[src/rtl/div_clk_pkg.sv]
// Shared definitions for the programmable clock divider: minimum ratio,
// FSM state encoding and the ratio clamp helper.
package div_clk_pkg;

    localparam int DIV_MIN = 2;

    typedef enum logic [0:0] {
        IDLE = 1'b0,
        RUN  = 1'b1
    } state_t;

    // Ratios below DIV_MIN cannot produce a valid high/low split, so lift them.
    function automatic logic [31:0] clamp_div(input logic [31:0] v);
        if (v < 32'(DIV_MIN)) begin
            clamp_div = 32'(DIV_MIN);
        end else begin
            clamp_div = v;
        end
    endfunction

endpackage

[src/rtl/div_clk_n_neg_stage.sv]
// Negedge half-cycle extension stage. For odd ratios it delays pos_clk by
// half a source period so the OR of both phases is high for H+0.5 cycles.
// For even ratios the output is held low.
module div_clk_neg_stage
    import div_clk_pkg::*;
(
    input  logic clk,
    input  logic rst,
    input  logic i_pos_clk,
    input  logic i_odd,
    output logic o_neg_clk
);

    logic r_neg_clk;

    // Capture pos_clk on the falling edge; cleared asynchronously by rst.
    always_ff @(negedge clk or posedge rst) begin
        if (rst) begin
            r_neg_clk <= 1'b0;
        end else begin
            r_neg_clk <= i_pos_clk & i_odd;
        end
    end

    assign o_neg_clk = r_neg_clk & i_odd;

endmodule

[src/rtl/div_clk_n.sv]
// Runtime-programmable integer clock divider with 50% duty for even and odd
// ratios. New ratios are staged in a pending register and only take effect at
// a period boundary, so clk_out never produces a runt pulse.
// Optional feature macro: DIV_CLK_N_TICK_EN (when undefined, tick is tied 0).
module div_clk_n
    import div_clk_pkg::*;
#(
    parameter int DIV_W       = 8,
    parameter int DEFAULT_DIV = 5
) (
    input  logic             clk,
    input  logic             rst,
    input  logic             en,
    input  logic [DIV_W-1:0] div_val,
    input  logic             load,
    output logic             clk_out,
    output logic             tick,
    output logic [DIV_W-1:0] cur_div,
    output logic             pend
);

    state_t           r_state;
    logic [DIV_W-1:0] r_cnt;
    logic             r_pos_clk;
    logic [DIV_W-1:0] r_cur_div;
    logic [DIV_W-1:0] r_pending;
    logic             r_pend;

    state_t           w_nstate;
    logic [DIV_W-1:0] w_cnt_nxt;
    logic [DIV_W-1:0] w_cur_nxt;
    logic [DIV_W-1:0] w_pending_nxt;
    logic             w_pend_nxt;
    logic             w_pos_nxt;
    logic             w_boundary;
    logic             w_wrap;
    logic [DIV_W-1:0] w_clamped;
    logic             w_neg_clk;

    assign w_clamped = DIV_W'(clamp_div(32'(div_val)));
    assign w_wrap    = (r_cnt == (r_cur_div - DIV_W'(1)));

    // Next-state, counter and ratio staging logic.
    always_comb begin
        w_nstate      = r_state;
        w_cnt_nxt     = r_cnt;
        w_cur_nxt     = r_cur_div;
        w_pend_nxt    = r_pend;
        w_pending_nxt = r_pending;
        w_boundary    = 1'b0;
        case (r_state)
            IDLE: begin
                // Idle is always a boundary: a waiting ratio applies at once.
                w_boundary = 1'b1;
                w_cnt_nxt  = {DIV_W{1'b0}};
                if (en) begin
                    w_nstate = RUN;
                end else begin
                    w_nstate = IDLE;
                end
            end
            RUN: begin
                if (w_wrap) begin
                    w_boundary = 1'b1;
                    w_cnt_nxt  = {DIV_W{1'b0}};
                    if (en) begin
                        w_nstate = RUN;
                    end else begin
                        w_nstate = IDLE;
                    end
                end else begin
                    w_cnt_nxt = r_cnt + DIV_W'(1);
                end
            end
            default: begin
                w_nstate  = IDLE;
                w_cnt_nxt = {DIV_W{1'b0}};
            end
        endcase
        // A load coinciding with the boundary defers application by one period.
        if (w_boundary && r_pend && !load) begin
            w_cur_nxt  = r_pending;
            w_pend_nxt = 1'b0;
        end else begin
            w_cur_nxt = r_cur_div;
        end
        if (load) begin
            w_pending_nxt = w_clamped;
            w_pend_nxt    = 1'b1;
        end else begin
            w_pending_nxt = r_pending;
        end
    end

    // pos_clk is high while the counter is in the first H = N/2 cycles,
    // evaluated against the ratio that will be in effect next cycle.
    assign w_pos_nxt = (w_nstate == RUN) && (w_cnt_nxt < (w_cur_nxt >> 1));

    // State, counter, positive-phase and ratio registers.
    always_ff @(posedge clk or posedge rst) begin
        if (rst) begin
            r_state   <= IDLE;
            r_cnt     <= {DIV_W{1'b0}};
            r_pos_clk <= 1'b0;
            r_cur_div <= DIV_W'(DEFAULT_DIV);
            r_pending <= DIV_W'(DEFAULT_DIV);
            r_pend    <= 1'b0;
        end else begin
            r_state   <= w_nstate;
            r_cnt     <= w_cnt_nxt;
            r_pos_clk <= w_pos_nxt;
            r_cur_div <= w_cur_nxt;
            r_pending <= w_pending_nxt;
            r_pend    <= w_pend_nxt;
        end
    end

`ifdef DIV_CLK_N_TICK_EN
    logic r_tick;

    // Period-start strobe, high in the cycle where the counter sits at zero.
    always_ff @(posedge clk or posedge rst) begin
        if (rst) begin
            r_tick <= 1'b0;
        end else begin
            r_tick <= (w_nstate == RUN) && (w_cnt_nxt == {DIV_W{1'b0}});
        end
    end

    assign tick = r_tick;
`else
    assign tick = 1'b0;
`endif

    // Odd/even mode follows cur_div only, so it switches at boundaries.
    div_clk_neg_stage u_neg_stage (
        .clk       (clk),
        .rst       (rst),
        .i_pos_clk (r_pos_clk),
        .i_odd     (r_cur_div[0]),
        .o_neg_clk (w_neg_clk)
    );

    assign clk_out = r_pos_clk | w_neg_clk;
    assign cur_div = r_cur_div;
    assign pend    = r_pend;

endmodule

[config.mk]
export PLATFORM = sky130hd
export DESIGN_NAME = div_clk_n
export DESIGN_NICKNAME = d
export VERILOG_FILES = /design/src/rtl/div_clk_pkg.sv /design/src/rtl/div_clk_n_neg_stage.sv /design/src/rtl/div_clk_n.sv
export SDC_FILE = /design/constraint.sdc
export NUM_CORES = 1
export LEC_CHECK = 0
export CORE_ASPECT_RATIO = 1.5
export CORE_UTILIZATION = 39
export CTS_CLUSTER_DIAMETER = 60
export DETAILED_ROUTE_END_ITERATION = 10
export PLACE_DENSITY = 0.63
export SKIP_CTS_REPAIR_TIMING = 1
export SYNTH_ARGS = -nofsm -noshare
export SYNTH_HDL_FRONTEND = slang
export SYNTH_SLANG_ARGS = --single-unit
[constraint.sdc]
create_clock -name clk -period 4.1 [get_ports clk]
set_clock_uncertainty 0.15 [all_clocks]
set_input_delay 0.82 -clock clk [delete_from_list [all_inputs] [get_ports clk]]
set_output_delay 0.82 -clock clk [all_outputs]
set_load 0.01 [all_outputs]
# After elaboration in Yosys (flattened, before gate mapping)
# Index checks and enable logic that the tools add are counted.
# totals
register_bits	28
inputBits	12
out_inout_bits	11
wordCells	33
# classes
n_addsub	2
magnitude_cmp	2
n_eq_ne	1
muxes	11
bitwise_logic	4
reduce_logical	5
# ops
op	count
two-way mux 8 bit	3
one-hot mux 8 bit (2 select lines)	1
adder 8 x 1 -> 8 bit, second input constant	1
== test 8 bit	1
less-than comparator 8 x 2 -> 1 bit, second input constant	1
less-than comparator 8 x 7 -> 1 bit	1
subtractor 8 x 1 -> 8 bit, second input constant	1
two-way mux 1 bit	5
one-hot mux 1 bit (2 select lines)	2
logical AND 1 bit	3
bitwise AND 1 bit	2
nonzero test 2 bit	1
logical NOT 1 bit	1
inverter 1 bit	1
OR 1 bit	1

# Depth between registers and ports, before layout
# Gate-level depths: netlist (run 1).
# logic_depth
ltp_word	9
depth_mapped	17
depth_no_buf	15

# By module
# Synthesis (run 1) repeated with hierarchy kept, for this count alone.
# unflattened
cells_unflattened	156
hier_area_um2	1705.4
# modules_own_cells
mod	instances	cells_each	area_per_inst_um2	seq_area_each_um2
div_clk_n	1	152	1664.1	680.7
div_clk_neg_stage	1	4	41.3	25.0

==> impl_metrics.json, run 1 <==
{
  "seq_area_um2": 706,
  "slew_violations": 0,
  "firstDrtPassIters": 4,
  "dr_wl_met3_um": 113,
  "seq_area_frac_synth_pct": 42.3,
  "gp_congestion": 0.882,
  "slowest_delay_ns": 0.33,
  "grt_first_pass_wirelength_mm": 5.78,
  "clkPwrFrac_pct": 11.1,
  "syn_area_um2": 1670,
  "status": "complete, no violations",
  "dp_hpwl_mm": 2.78,
  "seqPwrFrac_pct": 32.8,
  "wirelength_mm": 3.37,
  "path_cells": "a21o_1, dlymetal6s2s_1",
  "start_util_pct": 41.4,
  "end_kind": "output pin",
  "io_buffer_count": 21,
  "yosysWarnings": 0,
  "diodes": 0,
  "required_ns": 3.13,
  "drcViolationCount": 0,
  "grt_overflow": 0,
  "cts.sinks": 28,
  "worstPathArrival_ns": 2.99,
  "cp_top_family": "flip-flops",
  "nFillCells": 362,
  "synth_area_leaders": "dfrtp_1 (35%), dfstp_2 (6.3%), ha_1 (6.0%)",
  "die_x_um": 55.4,
  "vias": 1201,
  "synth-edff-count": 0,
  "pin_count": 23,
  "path_max_fanout": 1,
  "place_inst": 220,
  "rows": 28,
  "ys_seq_elements": 28,
  "clk_latency_ns": 0.27,
  "p_sw_w": 0.000626,
  "cap_violations": 0,
  "tritoncts": "yes",
  "synthCells": 156,
  "hold_viol": 0,
  "layout-drive-gt1-share_pct": 15.1,
  "top_layer_used": "met4",
  "path_buf_inv": 1,
  "final_nets": 200,
  "layout_setup_ws_ns": 0.139,
  "finalSetupViolCount": 0,
  "syn_nets": 176,
  "synth_top_area_share_pct": 34.5,
  "worstSetupPathType": "flop to output pin",
  "post-place-ws_ns": 0.0818,
  "p_leak_nw": 0.918,
  "multiInputGateArea_um2": 877,
  "slowest_stage": "dfrtn_1",
  "synth-async-reset-ratio_pct": 100,
  "share_comb_of_total_power_pct": 56.2,
  "clockRootBuffer": "clkbuf_8",
  "hold_path.class": "flop to flop",
  "ys.flop_type": "dfrtp_1",
  "start_kind": "flop",
  "wl_met2_mm": 1.93,
  "placeableCoreArea_um2": 4030,
  "p_int_w": 0.000916,
  "via_per_inst": 5.36,
  "clk_path_buf_depth": 2,
  "grt_use_total_pct": 16.5,
  "power_density_nw_per_um2": 781,
  "first_global_vias": 1303,
  "area_delta_synth_final_pct": 18.5,
  "fin_tns_setup_ns": 0,
  "total_power_w": 0.00154,
  "detail-route-antenna-nets": 0,
  "syn_area_per_cell_um2": 10.7,
  "synth_top_area_cell": "dfrtp_1",
  "final_util_pct": 49.0,
  "synth_cell_types": 44,
  "die_height_um": 82.1,
  "path_clk_slew_ns": 0.09,
  "final_common_cell": "dfrtp_1",
  "grt_max_degree": 28,
  "swShare_pct": 40.6,
  "wl_met1_mm": 1.26,
  "cts_made_buffers": 3,
  "die_area_um2": 4540,
  "wire_per_inst_um": 15.0,
  "drt-initial-drc-count": 21,
  "grt_antenna_before_repair": 0,
  "cts_max_level": 1,
  "rsz0062_at_grt": "false",
  "mostFrequentLayoutCells": "dfrtp_1 (23), clkdlybuf4s50_1 (20), nor2_1 (16)",
  "fin_cells": 224,
  "ir_drop_v": 0.000341
}
==> per-stage QoR <==
step,hold slack [ns],instance area (um^2)
floorplan,0.307,1670
global placement,0.327,1920
detailed placement,0.338,1920
CTS,0.352,1970
global route,0.366,1970
finish,0.343,1970
==> flip-flops by register name, indices dropped and copies added, names as in the netlist <==
name / cells
r_cnt: 8
pend: 1
r_pending: 8
r_state: 1
u_neg_stage.r_neg_clk: 1
cur_div: 8
r_pos_clk: 1
==> worst paths after layout <==
path | startpoint | to | slack (ns) | cells past startpoint
setup / recovery | u_neg_stage.r_neg_clk$_DFF_NP0_ | clk_out | 0.14 | 2
hold / removal | r_pending[0]$_DFFE_PP1P_ | cur_div[0]$_DFFE_PP1N_ | 0.34 | 2
setup reg to reg | cur_div[0]$_DFFE_PP1N_ | r_pos_clk$_DFF_PP0_ | 0.19 | 14
hold reg to reg | r_pending[0]$_DFFE_PP1P_ | cur_div[0]$_DFFE_PP1N_ | 0.34 | 2
max in group asynchronous | rst | u_neg_stage.r_neg_clk$_DFF_NP0_ | 1.11 | 2
min in group asynchronous | rst | cur_div[4]$_DFF_PP0_ | 0.89 | 3
==> area by class of cell <==
type                            instances  area share [%]
Sequential cell                        28            35.7
Inverter                                6            1.14
Timing Repair Buffer                   27            13.1
Tap cell                               45            2.85
Clock buffer                            4            2.79
Multi-Input combinational cell        114            44.4
==> synth_stat cells, types with 2 or more instances <==
library cell	count
buf_6	3
nor3_1	3
mux2_1	2
nand2_1	6
and3_1	2
nor2_1	16
nor2b_1	4
dfstp_2	4
buf_4	2
ha_1	8
xor2_1	6
mux2_2	7
nand3_1	4
mux2i_1	8
a21oi_1	6
mux2_4	3
clkbuf_1	2
o21ai_0	2
o22ai_1	3
or3_1	2
inv_1	6
and2_1	2
dfrtp_1	23
a21o_1	4
xnor2_1	9
==> logic make-up (layout without fill, tap and decap cells) <==
kind of cell               after synthesis  in the layout  share of synthesized area (%)
and+or+nand+nor                         47             47                           14.6
DFF                                     28             28                           42.3
buffers and inverters                   14             37                           5.03
xor gates and xnor gates                15             15                           7.88
muxes                                   20             20                           13.6
AOI/OAI and AO/OA                       23             23                           10.4
adders and majority gates                8              8                           6.01
other                                    1              1                          0.225
==> power groups by stage <==
| stage | sequential (W) | clock, W | combinational, W |
|---|---|---|---|
| after global placement | 0.000507 | 0 | 0.000838 |
| final | 0.000506 | 0.000170 | 0.000866 |
| after floorplan | 0.000483 | 0 | 0.000648 |
| after detailed placement | 0.000514 | 0 | 0.000869 |
| after CTS | 0.000508 | 0.000176 | 0.000875 |
| after global routing | 0.000526 | 0.000183 | 0.000967 |
==> worst register-to-register path, stage by stage (launching register included) <==
cell      delay (ns)
dfstp_2         0.54
inv_1           0.06
ha_1            0.23
or3_1           0.38
a31o_1          0.27
o41ai_4         0.47
buf_4           0.25
nor2_1          0.08
ha_1            0.29
a21o_1          0.16
a21oi_1         0.13
o21ai_0         0.12
a21o_1          0.19
a31o_2          0.21
a211oi_1        0.26
==> per-layer routing <==
| layer | vias to the layer above | track usage, % |
|---|---|---|
| met5 | - | 0 |
| met4 | 0 | 8.25 |
| met3 | 6 | 2.05 |
| met2 | 27 | 33.9 |
| met1 | 575 | 16.0 |
| li1 | 593 | - |
Note: power is estimated with default switching activity, not from simulation.
==> run 2, diff against run 1 <==
CTS_BUF_LIST = sky130_fd_sc_hd__clkbuf_16   (was not set)
==> run 2 against run 1 <==
  * Wire length increased by 1.1%
  * Via count increased by 0.33%
  * Sequential power about the same
  * Sequential cell count unchanged
  * Register-to-register slack got worse by 0.05 ns
  * Cell count unchanged
  * Die area unchanged
  * Final area increased by 1.2%
  * Largest power group unchanged
==> impl_metrics.json, run 2 (synthesized netlist as in run 1, its figures left out) <==
{
  "status": "complete, no violations",
  "die_area_um2": 4540,
  "placeableCoreArea_um2": 4030,
  "path_cells": "a21o_1, dlymetal6s2s_1",
  "detail-route-antenna-nets": 0,
  "power_density_nw_per_um2": 800,
  "hold_viol": 0,
  "layout-drive-gt1-share_pct": 14.5,
  "final_util_pct": 49.6,
  "slowest_delay_ns": 0.32,
  "start_util_pct": 41.4,
  "slew_violations": 0,
  "path_max_fanout": 1,
  "wirelength_mm": 3.41,
  "ir_drop_v": 0.000365,
  "pin_count": 23,
  "final_common_cell": "dfrtp_1",
  "end_kind": "output pin",
  "nFillCells": 360,
  "grt_first_pass_wirelength_mm": 5.81,
  "fin_tns_setup_ns": 0,
  "path_buf_inv": 1,
  "seq_area_um2": 706,
  "area_delta_synth_final_pct": 19.9,
  "dp_hpwl_mm": 2.78,
  "mostFrequentLayoutCells": "dfrtp_1 (23), clkdlybuf4s50_1 (20), nor2_1 (16)",
  "drt-initial-drc-count": 12,
  "fmax_mhz": 252,
  "firstDrtPassIters": 4,
  "drcViolationCount": 0,
  "clk_path_buf_depth": 2,
  "fin_crit_ns": 3.96,
  "cts_made_buffers": 3,
  "io_buffer_count": 21,
  "fin_hold_ws_ns": 0.339,
  "fin_crit_sh_pct": 96.6,
  "tritoncts": "yes",
  "grt_antenna_before_repair": 0,
  "p_leak_nw": 0.928,
  "grt_overflow": 0,
  "cp_top_family": "flip-flops",
  "start_kind": "flop",
  "clk_latency_ns": 0.26,
  "gp_congestion": 0.882,
  "worstSetupPathType": "flop to output pin",
  "grt_max_degree": 28,
  "diodes": 0,
  "wire_per_inst_um": 15.2,
  "cts_max_level": 1,
  "cts.sinks": 28,
  "rsz0062_at_grt": "false",
  "fin_area_um2": 2000,
  "multiInputGateArea_um2": 877,
  "slowest_stage": "dfrtn_1",
  "clockRootBuffer": "clkbuf_16",
  "grt_use_total_pct": 16.6,
  "final_nets": 200,
  "hold_path.class": "flop to flop",
  "rows": 28,
  "required_ns": 3.13,
  "finalSetupViolCount": 0,
  "via_per_inst": 5.38,
  "worstPathArrival_ns": 2.99,
  "first_global_vias": 1298,
  "die_height_um": 82.1,
  "die_x_um": 55.4,
  "post-place-ws_ns": 0.0818,
  "path_clk_slew_ns": 0.06,
  "cap_violations": 0,
  "place_area_um2": 1920,
  "vias": 1205,
  "layout_setup_ws_ns": 0.139
}
==> run 2: cell types whose count changed in the layout (fill, tap and decap cells not counted), sizes merged <==
| cell | delta |
|---|---|
| clkbuf | -1 |
| clkinv | +1 |
==> run 2: metrics by stage <==
stage / cells / total power [W]
2_1_floorplan: 156 / 0.00113
3_3_place_gp: 220 / 0.00134
3_5_place_dp: 220 / 0.00138
4_1_cts: 224 / 0.00162
5_1_grt: 224 / 0.00174
6_report: 224 / 0.00160
==> run 2: worst paths after layout <==
check	end	startpoint	slack, ns	cells after the start
setup reg to reg	r_pos_clk$_DFF_PP0_	cur_div[0]$_DFFE_PP1N_	0.14	14
min in group asynchronous	r_pending[4]$_DFFE_PP0P_	rst	0.90	3
max in group asynchronous	u_neg_stage.r_neg_clk$_DFF_NP0_	rst	1.11	2
setup / recovery	clk_out	u_neg_stage.r_neg_clk$_DFF_NP0_	0.14	2
hold reg to reg	cur_div[0]$_DFFE_PP1N_	r_pending[0]$_DFFE_PP1P_	0.34	2
hold / removal	cur_div[0]$_DFFE_PP1N_	r_pending[0]$_DFFE_PP1P_	0.34	2
==> run 2: routing by layer <==
layer / GRT usage (%) / up-vias / part of all wire, %
li1: - / 592 / -
met1: 16.1 / 582 / 38
met2: 34.3 / 24 / 58
met3: 2.05 / 7 / 2.3
met4: 7.75 / 0 / 1.9
met5: 0 / - / 0
==> run 2: cell type report <==
type / instances / share of cell area, %
multi-input cells: 114 / 43.9
flip-flops and latches: 28 / 35.3
repair buffers: 27 / 12.9
clock buffers: 3 / 3.76
well taps: 45 / 2.82
inverters: 6 / 1.13
clock inverters: 1 / 0.188
==> run 2: tightest hold or removal path: stages (launching register included) <==
cell and delay, ns:
dfstp_2 0.36, inv_1 0.06, mux2i_1 0.07
==> run 2: power breakdown <==
part	leakage (nW)	switching (W)	total, W	internal, W
combinational	0.562	0.000424	0.000872	0.000449
clock	0.0385	0.0000873	0.000218	0.000131
sequential	0.327	0.000125	0.000508	0.000382
total	0.928	0.000636	0.00160	0.000962
==> run 3, diff against run 2 <==
CTS_CLUSTER_SIZE = 24   (was not set)
clock period = 3.5 ns   (was 4.1 ns; I/O delays follow)
==> run 3 against run 2 <==
  * Sequential power grew 13%
  * Register-to-register slack lost 0.20 ns
  * Sequential cell count stayed put
  * Worst hold slack better by 0.015 ns
  * Wire length increased by 10%
  * Setup slack got worse by 0.20 ns
  * The run now ends with setup timing left
  * Non-clock buffer count increased by 11
  * Cell count up 4.9%
  * Global-route usage up 1.2 points
  * Final area rose by 6.1%
==> impl_metrics.json, run 3 (synthesized netlist as in run 1, its figures left out) <==
{
  "status": "finished with violations",
  "violations": "setup timing",
  "hold_path.class": "flop to flop",
  "final_nets": 211,
  "ir_drop_v": 0.000500,
  "path_cells": "inv_4, ha_4, or3_1, a31o_1, o41ai_4, nand2_4, buf_6, mux2i_1, ha_1, a21oi_2, o21ai_2, a21o_1, a31o_2, a211oi_2",
  "slew_violations": 0,
  "met2_usage_pct": 34.9,
  "fin_crit_sh_pct": 102,
  "fin_crit_ns": 3.56,
  "diodes": 0,
  "clk_path_buf_depth": 2,
  "detail-route-antenna-nets": 0,
  "seqPwrFrac_pct": 27.2,
  "die_height_um": 82.1,
  "path_clk_slew_ns": 0.07,
  "worstPathArrival_ns": 3.57,
  "drt-initial-drc-count": 9,
  "mostFrequentLayoutCells": "dfrtp_1 (23), clkdlybuf4s50_1 (20), nor2_1 (16)",
  "nFillCells": 366,
  "power_density_nw_per_um2": 993,
  "p_sw_w": 0.000847,
  "start_util_pct": 41.4,
  "grt_antenna_before_repair": 0,
  "clkPwrFrac_pct": 12.2,
  "start_kind": "flop",
  "dp_hpwl_mm": 2.94,
  "slowest_delay_ns": 0.56,
  "multiInputGateArea_um2": 915,
  "post-place-ws_ns": -0.0992,
  "grt.busiest_layer": "met2",
  "area_delta_synth_final_pct": 27.3,
  "wire_per_inst_um": 16.0,
  "fin_cells": 235,
  "cts.sinks": 28,
  "grtUsageMet3_pct": 1.57,
  "grt_first_pass_wirelength_mm": 6.27,
  "tritoncts": "yes",
  "cts_made_buffers": 3,
  "fin_tns_setup_ns": -0.0579,
  "final_common_cell": "dfrtp_1",
  "end_kind": "flop",
  "gp_congestion": 0.834,
  "rows": 28,
  "firstDrtPassIters": 4,
  "p_int_w": 0.00126,
  "wirelength_mm": 3.76,
  "finalSetupViolCount": 1,
  "grt_use_total_pct": 17.9,
  "grt_overflow": 0,
  "p_leak_nw": 0.987,
  "layout_setup_ws_ns": -0.0579,
  "required_ns": 3.52,
  "die_area_um2": 4540,
  "share_comb_of_total_power_pct": 60.6,
  "slowest_stage": "dfstp_2",
  "via_per_inst": 5.32,
  "layout-drive-gt1-share_pct": 24.2,
  "grt_max_degree": 28,
  "rsz0062_at_grt": "true",
  "first_global_vias": 1328,
  "place_inst": 228,
  "io_buffer_count": 21,
  "cts_max_level": 1,
  "clockRootBuffer": "clkbuf_16",
  "drcViolationCount": 0,
  "path_max_fanout": 5,
  "worstSetupPathType": "flop to flop",
  "seq_area_um2": 706,
  "swShare_pct": 40.2,
  "clk_latency_ns": 0.26,
  "die_x_um": 55.4,
  "pin_count": 23,
  "hold_viol": 0,
  "placeableCoreArea_um2": 4030,
  "vias": 1251,
  "met1_usage_pct": 18.8,
  "fmax_mhz": 281,
  "cap_violations": 0
}
## run 3: worst paths after layout
check,startpoint,cells after the start,to,slack (ns)
hold / removal,r_pending[0]$_DFFE_PP1P_,2,cur_div[0]$_DFFE_PP1N_,0.35
max in group asynchronous,rst,2,u_neg_stage.r_neg_clk$_DFF_NP0_,0.88
hold reg to reg,r_pending[0]$_DFFE_PP1P_,2,cur_div[0]$_DFFE_PP1N_,0.35
setup / recovery,cur_div[0]$_DFFE_PP1N_,14,r_pos_clk$_DFF_PP0_,-0.06
setup reg to reg,cur_div[0]$_DFFE_PP1N_,14,r_pos_clk$_DFF_PP0_,-0.06
min in group asynchronous,rst,3,r_pos_clk$_DFF_PP0_,0.84
## run 3: cell type report
type	instances	area share, %
sequential	28	33.3
clock buffer	3	3.54
inverter	6	1.18
timing repair buffer	38	16.0
tap	45	2.65
multi-input combinational	114	43.1
clock inverter	1	0.177
## run 3: worst max-delay path: cells and delay by family (launching register included)
kind / cells / cell delay [ns]
AOI/OAI and AO/OA: 7 / 1.44
adders and majority gates: 2 / 0.46
buffers and inverters: 2 / 0.19
DFF: 1 / 0.56
muxes: 1 / 0.16
and+or+nand+nor: 2 / 0.48
## run 3: routing by layer
metal | vias to the layer above | part of all wire, %
met5 | - | 0
met4 | 0 | 2.1
met3 | 6 | 1.6
met2 | 23 | 57
met1 | 611 | 39
li1 | 611 | -
## run 3: power groups by stage
stage | clock network, W | logic (W) | registers, W
after floorplan | 0 | 0.000804 | 0.000567
after global placement | 0 | 0.00112 | 0.000566
after detailed placement | 0 | 0.00116 | 0.000571
after CTS | 0.000262 | 0.00118 | 0.000566
after global routing | 0.000274 | 0.00139 | 0.000587
final | 0.000257 | 0.00128 | 0.000572
## run 3: stage by stage
step	power [W]	hold WS (ns)	cell area, um^2	util, %
after floorplan	0.00137	0.307	1700	-
after global placement	0.00168	0.326	2000	49.6
after detailed placement	0.00173	0.339	2000	49.6
after CTS	0.00201	0.349	2080	51.5
after global routing	0.00225	0.376	2120	52.6
final	0.00211	0.354	2120	52.6
